==> src/rtl/cdb_arbiter_if.sv <==
// cdb_arbiter_if: bundles the global enable, flush, both producer ports and
// the common-data-bus broadcast of cdb_arbiter.
// master = environment side (producers, pipeline control, bus consumer).
// slave  = arbiter side.
// Handshake: a producer offers an entry by raising *_valid for one cycle.
// The entry is taken on that posedge only if rdy=1, flush=0 and the matching
// *_full was 0 during the cycle. There is no back-pressure beyond *_full, so
// an offer made while full is lost and producers must watch *_full.
// The broadcast side has no ready input: cdb_ready=1 marks a single-cycle
// broadcast of cdb_id/cdb_val/cdb_src.
interface cdb_arbiter_if;
  logic        rdy;
  logic        flush;
  logic        alu_valid;
  logic [3:0]  alu_id;
  logic [31:0] alu_res;
  logic        mem_valid;
  logic [3:0]  mem_id;
  logic [31:0] mem_data;
  logic        alu_full;
  logic        mem_full;
  logic        cdb_ready;
  logic [3:0]  cdb_id;
  logic [31:0] cdb_val;
  logic        cdb_src;

  modport master (
    output rdy, flush,
    output alu_valid, alu_id, alu_res,
    output mem_valid, mem_id, mem_data,
    input  alu_full, mem_full,
    input  cdb_ready, cdb_id, cdb_val, cdb_src
  );

  modport slave (
    input  rdy, flush,
    input  alu_valid, alu_id, alu_res,
    input  mem_valid, mem_id, mem_data,
    output alu_full, mem_full,
    output cdb_ready, cdb_id, cdb_val, cdb_src
  );
endinterface

==> src/rtl/cdb_arbiter.sv <==
// cdb_arbiter: two small result FIFOs (ALU, memory) that share one
// common-data-bus broadcast slot. At most one entry is broadcast per enabled
// cycle. The broadcast registers are loaded one cycle after the pop decision,
// so the minimum push-to-broadcast latency is two cycles.
// Build option: define CDB_ROUND_ROBIN_EN to alternate sources when both
// FIFOs hold entries. Without it, memory always wins over ALU.
// Debug outputs expose the last-grant bit and both occupancy counts.
module cdb_arbiter #(
  parameter int DEPTH = 2
) (
  input  logic          clk,
  input  logic          rst,
  cdb_arbiter_if.slave  bus,
  output logic          last_grant_o,
  output logic [2:0]    alu_count_o,
  output logic [2:0]    mem_count_o
);

  // Pointer width covers DEPTH of 2 or 4. Counts are 3 bits so they can hold DEPTH.
  localparam int             PW       = (DEPTH > 2) ? 2 : 1;
  localparam logic [PW-1:0]  LAST_IDX = PW'(DEPTH - 1);
  localparam logic [2:0]     FULL_CNT = 3'(DEPTH);

  // Entry storage: {id, value}
  logic [35:0]   alu_buf_q [DEPTH];
  logic [35:0]   mem_buf_q [DEPTH];

  logic [PW-1:0] alu_head_q, alu_head_d, alu_tail_q, alu_tail_d;
  logic [PW-1:0] mem_head_q, mem_head_d, mem_tail_q, mem_tail_d;
  logic [2:0]    alu_cnt_q, alu_cnt_d, mem_cnt_q, mem_cnt_d;
  logic          last_grant_q, last_grant_d;   // 0 = ALU, 1 = memory

  logic          cdb_ready_q, cdb_ready_d;
  logic [3:0]    cdb_id_q, cdb_id_d;
  logic [31:0]   cdb_val_q, cdb_val_d;
  logic          cdb_src_q, cdb_src_d;

  logic          active;
  logic          alu_ne, mem_ne;
  logic          grant_mem;
  logic          any_pop, alu_pop, mem_pop;
  logic          alu_push, mem_push;
  logic [35:0]   pop_entry;

  // Circular pointer advance with explicit wrap at the last slot.
  function automatic logic [PW-1:0] next_ptr(input logic [PW-1:0] p);
    return (p == LAST_IDX) ? '0 : p + PW'(1);
  endfunction

  // Full flags come only from registered counts: a pop this cycle never frees a slot for a push this cycle.
  assign bus.alu_full = (alu_cnt_q == FULL_CNT);
  assign bus.mem_full = (mem_cnt_q == FULL_CNT);

  assign bus.cdb_ready = cdb_ready_q;
  assign bus.cdb_id    = cdb_id_q;
  assign bus.cdb_val   = cdb_val_q;
  assign bus.cdb_src   = cdb_src_q;

  assign last_grant_o  = last_grant_q;
  assign alu_count_o   = alu_cnt_q;
  assign mem_count_o   = mem_cnt_q;

  // Arbitration and push/pop qualification.
  always_comb begin
    active = bus.rdy && !bus.flush;
    alu_ne = (alu_cnt_q != 3'd0);
    mem_ne = (mem_cnt_q != 3'd0);
`ifdef CDB_ROUND_ROBIN_EN
    // When both sources have entries, grant the one that did not win last time.
    grant_mem = mem_ne && (!alu_ne || !last_grant_q);
`else
    // Fixed priority: memory wins whenever it has an entry.
    grant_mem = mem_ne;
`endif
    any_pop   = active && (alu_ne || mem_ne);
    mem_pop   = any_pop && grant_mem;
    alu_pop   = any_pop && !grant_mem;
    alu_push  = active && bus.alu_valid && !bus.alu_full;
    mem_push  = active && bus.mem_valid && !bus.mem_full;
    pop_entry = grant_mem ? mem_buf_q[mem_head_q] : alu_buf_q[alu_head_q];
  end

  // Next-state for pointers, counts, last-grant and the broadcast registers.
  always_comb begin
    alu_head_d   = alu_head_q;
    alu_tail_d   = alu_tail_q;
    alu_cnt_d    = alu_cnt_q;
    mem_head_d   = mem_head_q;
    mem_tail_d   = mem_tail_q;
    mem_cnt_d    = mem_cnt_q;
    last_grant_d = last_grant_q;
    cdb_ready_d  = cdb_ready_q;
    cdb_id_d     = cdb_id_q;
    cdb_val_d    = cdb_val_q;
    cdb_src_d    = cdb_src_q;

    if (bus.rdy) begin
      if (bus.flush) begin
        // Flush empties both queues and cancels the broadcast. Last-grant is kept.
        alu_head_d  = '0;
        alu_tail_d  = '0;
        alu_cnt_d   = 3'd0;
        mem_head_d  = '0;
        mem_tail_d  = '0;
        mem_cnt_d   = 3'd0;
        cdb_ready_d = 1'b0;
      end else begin
        if (alu_push) alu_tail_d = next_ptr(alu_tail_q);
        if (alu_pop)  alu_head_d = next_ptr(alu_head_q);
        if (mem_push) mem_tail_d = next_ptr(mem_tail_q);
        if (mem_pop)  mem_head_d = next_ptr(mem_head_q);
        alu_cnt_d = alu_cnt_q + {2'b00, alu_push} - {2'b00, alu_pop};
        mem_cnt_d = mem_cnt_q + {2'b00, mem_push} - {2'b00, mem_pop};

        cdb_ready_d = any_pop;
        if (any_pop) begin
          last_grant_d = grant_mem;
          cdb_id_d     = pop_entry[35:32];
          cdb_val_d    = pop_entry[31:0];
          cdb_src_d    = grant_mem;
        end
      end
    end
  end

  // State registers. Reset wins over flush and over the enable.
  always_ff @(posedge clk) begin
    if (rst) begin
      alu_head_q   <= '0;
      alu_tail_q   <= '0;
      alu_cnt_q    <= 3'd0;
      mem_head_q   <= '0;
      mem_tail_q   <= '0;
      mem_cnt_q    <= 3'd0;
      last_grant_q <= 1'b0;
      cdb_ready_q  <= 1'b0;
      cdb_id_q     <= 4'd0;
      cdb_val_q    <= 32'd0;
      cdb_src_q    <= 1'b0;
    end else begin
      alu_head_q   <= alu_head_d;
      alu_tail_q   <= alu_tail_d;
      alu_cnt_q    <= alu_cnt_d;
      mem_head_q   <= mem_head_d;
      mem_tail_q   <= mem_tail_d;
      mem_cnt_q    <= mem_cnt_d;
      last_grant_q <= last_grant_d;
      cdb_ready_q  <= cdb_ready_d;
      cdb_id_q     <= cdb_id_d;
      cdb_val_q    <= cdb_val_d;
      cdb_src_q    <= cdb_src_d;
    end
  end

  // Entry storage. No reset is needed because the counts gate every read.
  always_ff @(posedge clk) begin
    if (alu_push && !rst) alu_buf_q[alu_tail_q] <= {bus.alu_id, bus.alu_res};
    if (mem_push && !rst) mem_buf_q[mem_tail_q] <= {bus.mem_id, bus.mem_data};
  end

endmodule

==> src/flat_wrapper.sv <==
// flat-port wrapper written by rule: the top's interface ports become plain ports
module cdb_arbiter_flat 
#(
  parameter int DEPTH = 2
)
  (clk, rst, last_grant_o, alu_count_o, mem_count_o, bus_rdy, bus_flush, bus_alu_valid, bus_alu_id, bus_alu_res, bus_mem_valid, bus_mem_id, bus_mem_data, bus_alu_full, bus_mem_full, bus_cdb_ready, bus_cdb_id, bus_cdb_val, bus_cdb_src);
  cdb_arbiter_if bus_i ();
  input  logic clk;
  input  logic rst;
  output logic last_grant_o;
  output logic [2:0] alu_count_o;
  output logic [2:0] mem_count_o;
  input wire logic [$bits(bus_i.rdy)-1:0] bus_rdy;
  input wire logic [$bits(bus_i.flush)-1:0] bus_flush;
  input wire logic [$bits(bus_i.alu_valid)-1:0] bus_alu_valid;
  input wire logic [$bits(bus_i.alu_id)-1:0] bus_alu_id;
  input wire logic [$bits(bus_i.alu_res)-1:0] bus_alu_res;
  input wire logic [$bits(bus_i.mem_valid)-1:0] bus_mem_valid;
  input wire logic [$bits(bus_i.mem_id)-1:0] bus_mem_id;
  input wire logic [$bits(bus_i.mem_data)-1:0] bus_mem_data;
  output wire logic [$bits(bus_i.alu_full)-1:0] bus_alu_full;
  output wire logic [$bits(bus_i.mem_full)-1:0] bus_mem_full;
  output wire logic [$bits(bus_i.cdb_ready)-1:0] bus_cdb_ready;
  output wire logic [$bits(bus_i.cdb_id)-1:0] bus_cdb_id;
  output wire logic [$bits(bus_i.cdb_val)-1:0] bus_cdb_val;
  output wire logic [$bits(bus_i.cdb_src)-1:0] bus_cdb_src;
  assign bus_i.rdy = bus_rdy;
  assign bus_i.flush = bus_flush;
  assign bus_i.alu_valid = bus_alu_valid;
  assign bus_i.alu_id = bus_alu_id;
  assign bus_i.alu_res = bus_alu_res;
  assign bus_i.mem_valid = bus_mem_valid;
  assign bus_i.mem_id = bus_mem_id;
  assign bus_i.mem_data = bus_mem_data;
  assign bus_alu_full = bus_i.alu_full;
  assign bus_mem_full = bus_i.mem_full;
  assign bus_cdb_ready = bus_i.cdb_ready;
  assign bus_cdb_id = bus_i.cdb_id;
  assign bus_cdb_val = bus_i.cdb_val;
  assign bus_cdb_src = bus_i.cdb_src;
  cdb_arbiter #(.DEPTH(DEPTH)) u_core (.clk(clk), .rst(rst), .bus(bus_i), .last_grant_o(last_grant_o), .alu_count_o(alu_count_o), .mem_count_o(mem_count_o));
endmodule
==> config.mk <==
export PLATFORM = sky130hd
export DESIGN_NAME = cdb_arbiter_flat
export DESIGN_NICKNAME = d
export VERILOG_FILES = /design/src/rtl/cdb_arbiter_if.sv /design/src/rtl/cdb_arbiter.sv /design/src/flat_wrapper.sv
export SDC_FILE = /design/constraint.sdc
export NUM_CORES = 1
export LEC_CHECK = 0
export CORE_MARGIN = 2
export CORE_UTILIZATION = 30
export DETAILED_ROUTE_END_ITERATION = 7
export SETUP_SLACK_MARGIN = 0.15
export SLEW_MARGIN = 20
export SYNTH_ARGS = -nofsm -noshare
export SYNTH_HDL_FRONTEND = slang
export SYNTH_SLANG_ARGS = --single-unit
==> constraint.sdc <==
create_clock -name clk -period 10.6 [get_ports clk]
set_clock_uncertainty 0.05 [all_clocks]
set_input_delay 1.59 -clock clk [delete_from_list [all_inputs] [get_ports clk]]
set_output_delay 1.59 -clock clk [all_outputs]
set_load 0.1 [all_outputs]
Yosys cells after proc, flatten, opt, wreduce, memory -nomap -nowiden
Memories as Yosys holds them, arrays and structs flattened. A register that Yosys moved wholly into a read port is not among the register bits.
Index checks and enable logic that the tools add are counted.
{"block": "word_totals", "regBits": 48, "ram_bits": 144, "input_bits": 78, "out_inout_bits": 47, "wordCells": 74, "mem_count": 2}
{"block": "op_classes", "n_addsub": 8, "eq_ne": 2, "n_mux": 24, "bitwise": 1, "n_reduce_logical": 27}
{"name": "u_core.alu_buf_q", "depth": 2, "word_bits": 36, "read_ports": 1, "rd_ports_with_merged_regs": 1, "wr": 1, "line": "cdb_arbiter.sv:25", "text": "logic [35:0] alu_buf_q [DEPTH];"}
{"name": "u_core.mem_buf_q", "depth": 2, "word_bits": 36, "read_ports": 1, "rd_ports_with_merged_regs": 1, "wr": 1, "line": "cdb_arbiter.sv:26", "text": "logic [35:0] mem_buf_q [DEPTH];"}
{"operator": "36-bit 2-to-1 mux", "count": 1}
{"operator": "1-bit 2-to-1 mux", "count": 21}
{"operator": "1-bit logical AND", "count": 10}
{"operator": "2-bit AND reduction", "count": 4}
{"operator": "2-bit nonzero test", "count": 4}
{"operator": "3-bit by 1-bit adder with 3-bit output", "count": 2}
{"operator": "3-bit by 2-bit equality test with 1-bit output, second input constant", "count": 2}
{"operator": "3-bit 2-to-1 mux", "count": 2}
{"operator": "3-bit nonzero test", "count": 2}
{"operator": "3-bit by 1-bit subtractor with 3-bit output", "count": 2}
{"operator": "1-bit zero test", "count": 5}
{"operator": "1-bit adder, second input constant", "count": 4}
{"operator": "3-bit AND reduction", "count": 1}
{"operator": "1-bit logical OR", "count": 1}
{"operator": "1-bit NOT", "count": 1}

Depth between registers and ports, before layout
{"block": "depth", "word_depth": 8, "mapped_depth": 13, "ltp_nobuf": 11}

Worst setup path after synthesis
Ideal clock, no wire load.
{"block": "synth_timing", "kind": "register -> register", "startpoint": "reg u_core.mem_cnt_q[2] (netlist: u_core.mem_count_o[2])", "endpoint": "mem u_core.mem_buf_q[1][0], enable pin", "setup_time_ns": 0.532, "t_arrival_ns": 5.990, "required_time_ns": 10.018, "slack_ns": 4.028, "stages_incl_launch_ff": 4, "path_buffers": 0, "synth_period_minus_slack_ns": 6.572, "cell_sequence": "dfxtp_1 -> nor3b_1 -> nand2b_1 -> nor4b_1"}
{"block": "synth_between", "elab_chain_cells": 6}
{"item": "from (decl)", "line": "cdb_arbiter.sv:30", "text": "logic [2:0] alu_cnt_q, alu_cnt_d, mem_cnt_q, mem_cnt_d;"}
{"item": "from (signal assigned)", "line": "cdb_arbiter.sv:146", "text": "mem_cnt_q <= mem_cnt_d;"}
{"item": "3-bit by 2-bit equality test with 1-bit output", "line": "cdb_arbiter.sv:52", "text": "assign bus.mem_full = (mem_cnt_q == FULL_CNT);"}
{"item": "net bus_mem_full", "line": "flat_wrapper.sv:22", "text": "output wire logic [$bits(bus_i.mem_full)-1:0] bus_mem_full;"}
{"item": "1-bit zero test", "line": "cdb_arbiter.sv:79", "text": "mem_push = active && bus.mem_valid && !bus.mem_full;"}
{"item": "1-bit logical AND", "line": "cdb_arbiter.sv:79"}
{"item": "1-bit logical AND", "line": "cdb_arbiter.sv:158", "text": "if (mem_push && !rst) mem_buf_q[mem_tail_q] <= {bus.mem_id, bus.mem_data};"}
{"item": "1-bit 2-to-1 mux", "line": "cdb_arbiter.sv:158"}
{"item": "1-bit 2-to-1 mux (not written as such)", "line": "cdb_arbiter.sv:158"}
{"item": "to (decl)", "line": "cdb_arbiter.sv:26"}
The timed path passes the listed nets, and every way through them passes these cells.

Worst setup path after layout
{"block": "layout_timing", "startpoint": "in bus_rdy", "endpoint": "reg u_core.alu_cnt_q[2] (netlist: u_core.alu_count_o[2])"}
{"block": "layout_between", "elab_chain_cells": 6, "word_cells_on_any_way": 8, "cone_classes": "add/sub (2); mux (1); reduce/logical (5)"}
{"item": "from (decl)", "line": "flat_wrapper.sv:13", "text": "input wire logic [$bits(bus_i.rdy)-1:0] bus_rdy;"}
{"item": "1-bit logical AND", "line": "cdb_arbiter.sv:65", "text": "active = bus.rdy && !bus.flush;"}
{"item": "1-bit logical AND (2 in a row)", "line": "cdb_arbiter.sv:78", "text": "alu_push = active && bus.alu_valid && !bus.alu_full;"}
{"item": "3-bit by 1-bit adder with 3-bit output", "line": "cdb_arbiter.sv:112", "text": "alu_cnt_d = alu_cnt_q + {2'b00, alu_push} - {2'b00, alu_pop};"}
{"item": "3-bit by 1-bit subtractor with 3-bit output", "line": "cdb_arbiter.sv:112"}
{"item": "3-bit 2-to-1 mux", "line": "cdb_arbiter.sv:98", "text": "if (bus.flush) begin"}
{"item": "to (signal assigned)", "line": "cdb_arbiter.sv:143", "text": "alu_cnt_q <= alu_cnt_d;"}
{"item": "to (decl)", "line": "cdb_arbiter.sv:30"}
Several ways; a longest one is shown, not always the timed one.
A chain may end at the register's enable or synchronous reset.

==> out/qor.csv <==
metric,value,unit
final_common_cell,edfxtp_1,
hold_viol_final,0,
reg2reg_slack,7640,ps
min-delay-start,u_core.bus.cdb_val[11],
grt_pass1_vias,4490,
worst-endpoint-arrival,4620,ps
r2r_cells,12,
wl_per_cell,17.3,um
area_delta_synth_final,29.7,%
rows,57,
crit_fanout,9,
fp.dieW,161,um
grt_start_max_net_pins,52,
pin_count,125,
hold-path-endpoint,u_core.bus.cdb_val[11],
first_pass_iters,4,
yosys-top-cells-area,"edfxtp_1, dfxtp_1, mux2i_1",
htree_levels,4,
clkLatencyLatePin,420,ps
synth-edff-count,144,
ir_drop,0.0000967,V
swShare,21.7,%
layout_common_cells,"edfxtp_1, clkdlybuf4s50_1, nand2_1, mux2i_1, dfxtp_1",
synth-async-reset-ratio,0,%
place.gp.congestion,0.732,
drive_gt1_share,11.0,%
drv_slew,0,
fin_setup_tns,0,ps
p_leak,3.08,nW
fmax,231,MHz
ys_seq_area_share,72.0,%
cp-end-kind,register,
start_kind,input port,
critPathRequiredTime,10900,ps
initial_core_util,30.5,%
pwr_density_cell,157,nW/um^2
worstMarginPinSlew,1030,ps
r2r_end,u_core.mem_count_o[2],
core,24200,um^2
first_iter_violations,230,
p_total,1.51,mW
wl,17.1,mm
syn_inst,526,
comb_power_share,5.5,%
clockPowerShare,39.7,%
antenna_found_initial,0,
cts_root_buf,clkbuf_16,
cts_tree,done,
power.internal,1.18,mW
timing.rr.start,u_core.mem_count_o[1],
hpwlAfterDp,10.9,mm
synth_area_per_cell,14.1,um^2
drc,0,
grt_pass1_wl,26.3,mm
fin_crit_sh,40.8,%
die_area,25900,um^2
die_h,161,um
slew-limit-headroom,30.8,%
cts_buffers,17,
cts_buffer_depth,2,
vias_per_cell,4.47,
worstHoldPathCells,2,
syn_nets,610,
synth_flop_cell,edfxtp_1,
route.antenna.remaining_nets,0,
cts_hold_buffers,0,
ys_ff_latch,194,
synth.distinct_cells,37,
fin_crit,4320,ps
cts_setup_buffers,0,
portBuffers,124,
grt_overflow,0,
drv_cap,0,
synth_top_area_share,58.4,%
grt.total_usage,13.7,%
yosysWarnings,0,
cts_resized,0,
path_clk_slew,70,ps
vias,4426,
rsz0062_at_grt,no,
netlist_area,7400,um^2
fin_nets,736,
crit_type,in2reg,
holdCritPathClass,reg2reg,
cts.sinks,194,
setup_viol_count_final,0,
seqPwrFrac,54.8,%
switchingPower,0.327,mW
yosys.area.top_type,edfxtp_1,
status,"finished, final reports clean",
-- registers in the layout, indices dropped and copies added (netlist names), 3 cells and up, named ones only --
name / cells
u_core.mem_count_o: 3
u_core.mem_buf_q: 72
u_core.alu_buf_q: 72
u_core.alu_count_o: 3
u_core.bus.cdb_id: 4
u_core.bus.cdb_val: 32
-- power groups by stage --
stage,registers [mW],clock network [mW],logic (mW)
after floorplan,0.857,0,0.0232
after global placement,0.843,0,0.0823
after detailed placement,0.843,0,0.0833
after CTS,0.826,0.620,0.0836
after global routing,0.827,0.648,0.0890
final,0.826,0.599,0.0826
-- layout make-up --
cell class	count	area, um^2
Clock buffer	21	470
Fill cell	2318	14700
Antenna cell	1	2.50
Timing Repair Buffer	138	1360
Clock inverter	11	81.3
Sequential cell	194	5330
Inverter	9	33.8
Tap cell	324	405
Multi-Input combinational cell	292	1920
-- cell usage after synthesis (2+ instances only) --
cell / instances
edfxtp_1: 144
nand2_1: 88
mux2i_1: 55
dfxtp_1: 50
a21oi_1: 34
nand3_1: 27
nor2_1: 22
mux2_2: 17
buf_2: 16
clkbuf_1: 11
inv_1: 9
a222oi_1: 5
a211oi_1: 4
ha_1: 4
nand2b_1: 3
o21ai_0: 3
o22ai_1: 3
a21o_1: 2
a22oi_1: 2
a31o_2: 2
buf_6: 2
fa_1: 2
nor3_1: 2
nor3b_1: 2
nor4_1: 2
nor4b_1: 2
or3_1: 2
xor2_1: 2
-- per-stage QoR --
stage	utilization, %	setup WS, ps	instances	hold WS (ps)	instance area, um^2
floorplan	-	4030	526	426	7400
CTS	39.5	6330	988	407	9570
global route	39.6	6080	989	422	9600
finish	39.6	6280	990	406	9600
global placement	37.2	5930	956	396	9020
detailed placement	37.2	5880	956	397	9020
-- worst max-delay path: stages --
cell	delay [ps]
clkdlybuf4s50_1	590
nor2b_1	690
and3_4	390
ha_1	240
inv_1	60
ha_1	140
inv_1	50
fa_1	370
xor2_1	160
o21ai_0	150
nand2_1	70
a21oi_1	120
-- cells by family (layout without fill, tap and decap cells) --
group                      count (synthesis)  count (layout)  share of synthesized area, %
adders and majority gates                  6               6                          1.22
xor gates and xnor gates                   3               3                         0.355
DFF                                      194             194                          72.0
muxes                                     72              72                          10.0
AOI/OAI and AO/OA                         58              58                          4.92
buffers and inverters                     40             179                          2.55
and+or+nand+nor                          153             153                          8.95
other                                      0               1                             0
-- layer usage --
metal	track usage (%)	routed length [um]	vias up
li1	-	-	2171
met4	3.94	155	0
met5	0	0	-
met3	3.67	887	11
met2	22.8	8270	103
met1	17.5	7800	2141
-- how the worst max path moves through the flow --
stage | slack [ps] | to | from | cells after the start
2_1_floorplan | 4030 | u_core.mem_buf_q[1][0] | u_core.mem_count_o[2] | 3
4_1_cts | 6330 | u_core.alu_count_o[2] | bus_rdy | 12
3_5_place_dp | 5880 | u_core.alu_count_o[2] | bus_rdy | 12
6_report | 6280 | u_core.alu_count_o[2] | bus_rdy | 12
3_3_place_gp | 5930 | u_core.alu_count_o[2] | bus_rdy | 12
5_1_grt | 6080 | u_core.alu_count_o[2] | bus_rdy | 12
No activity file was read; power rests on OpenSTA's default activity.
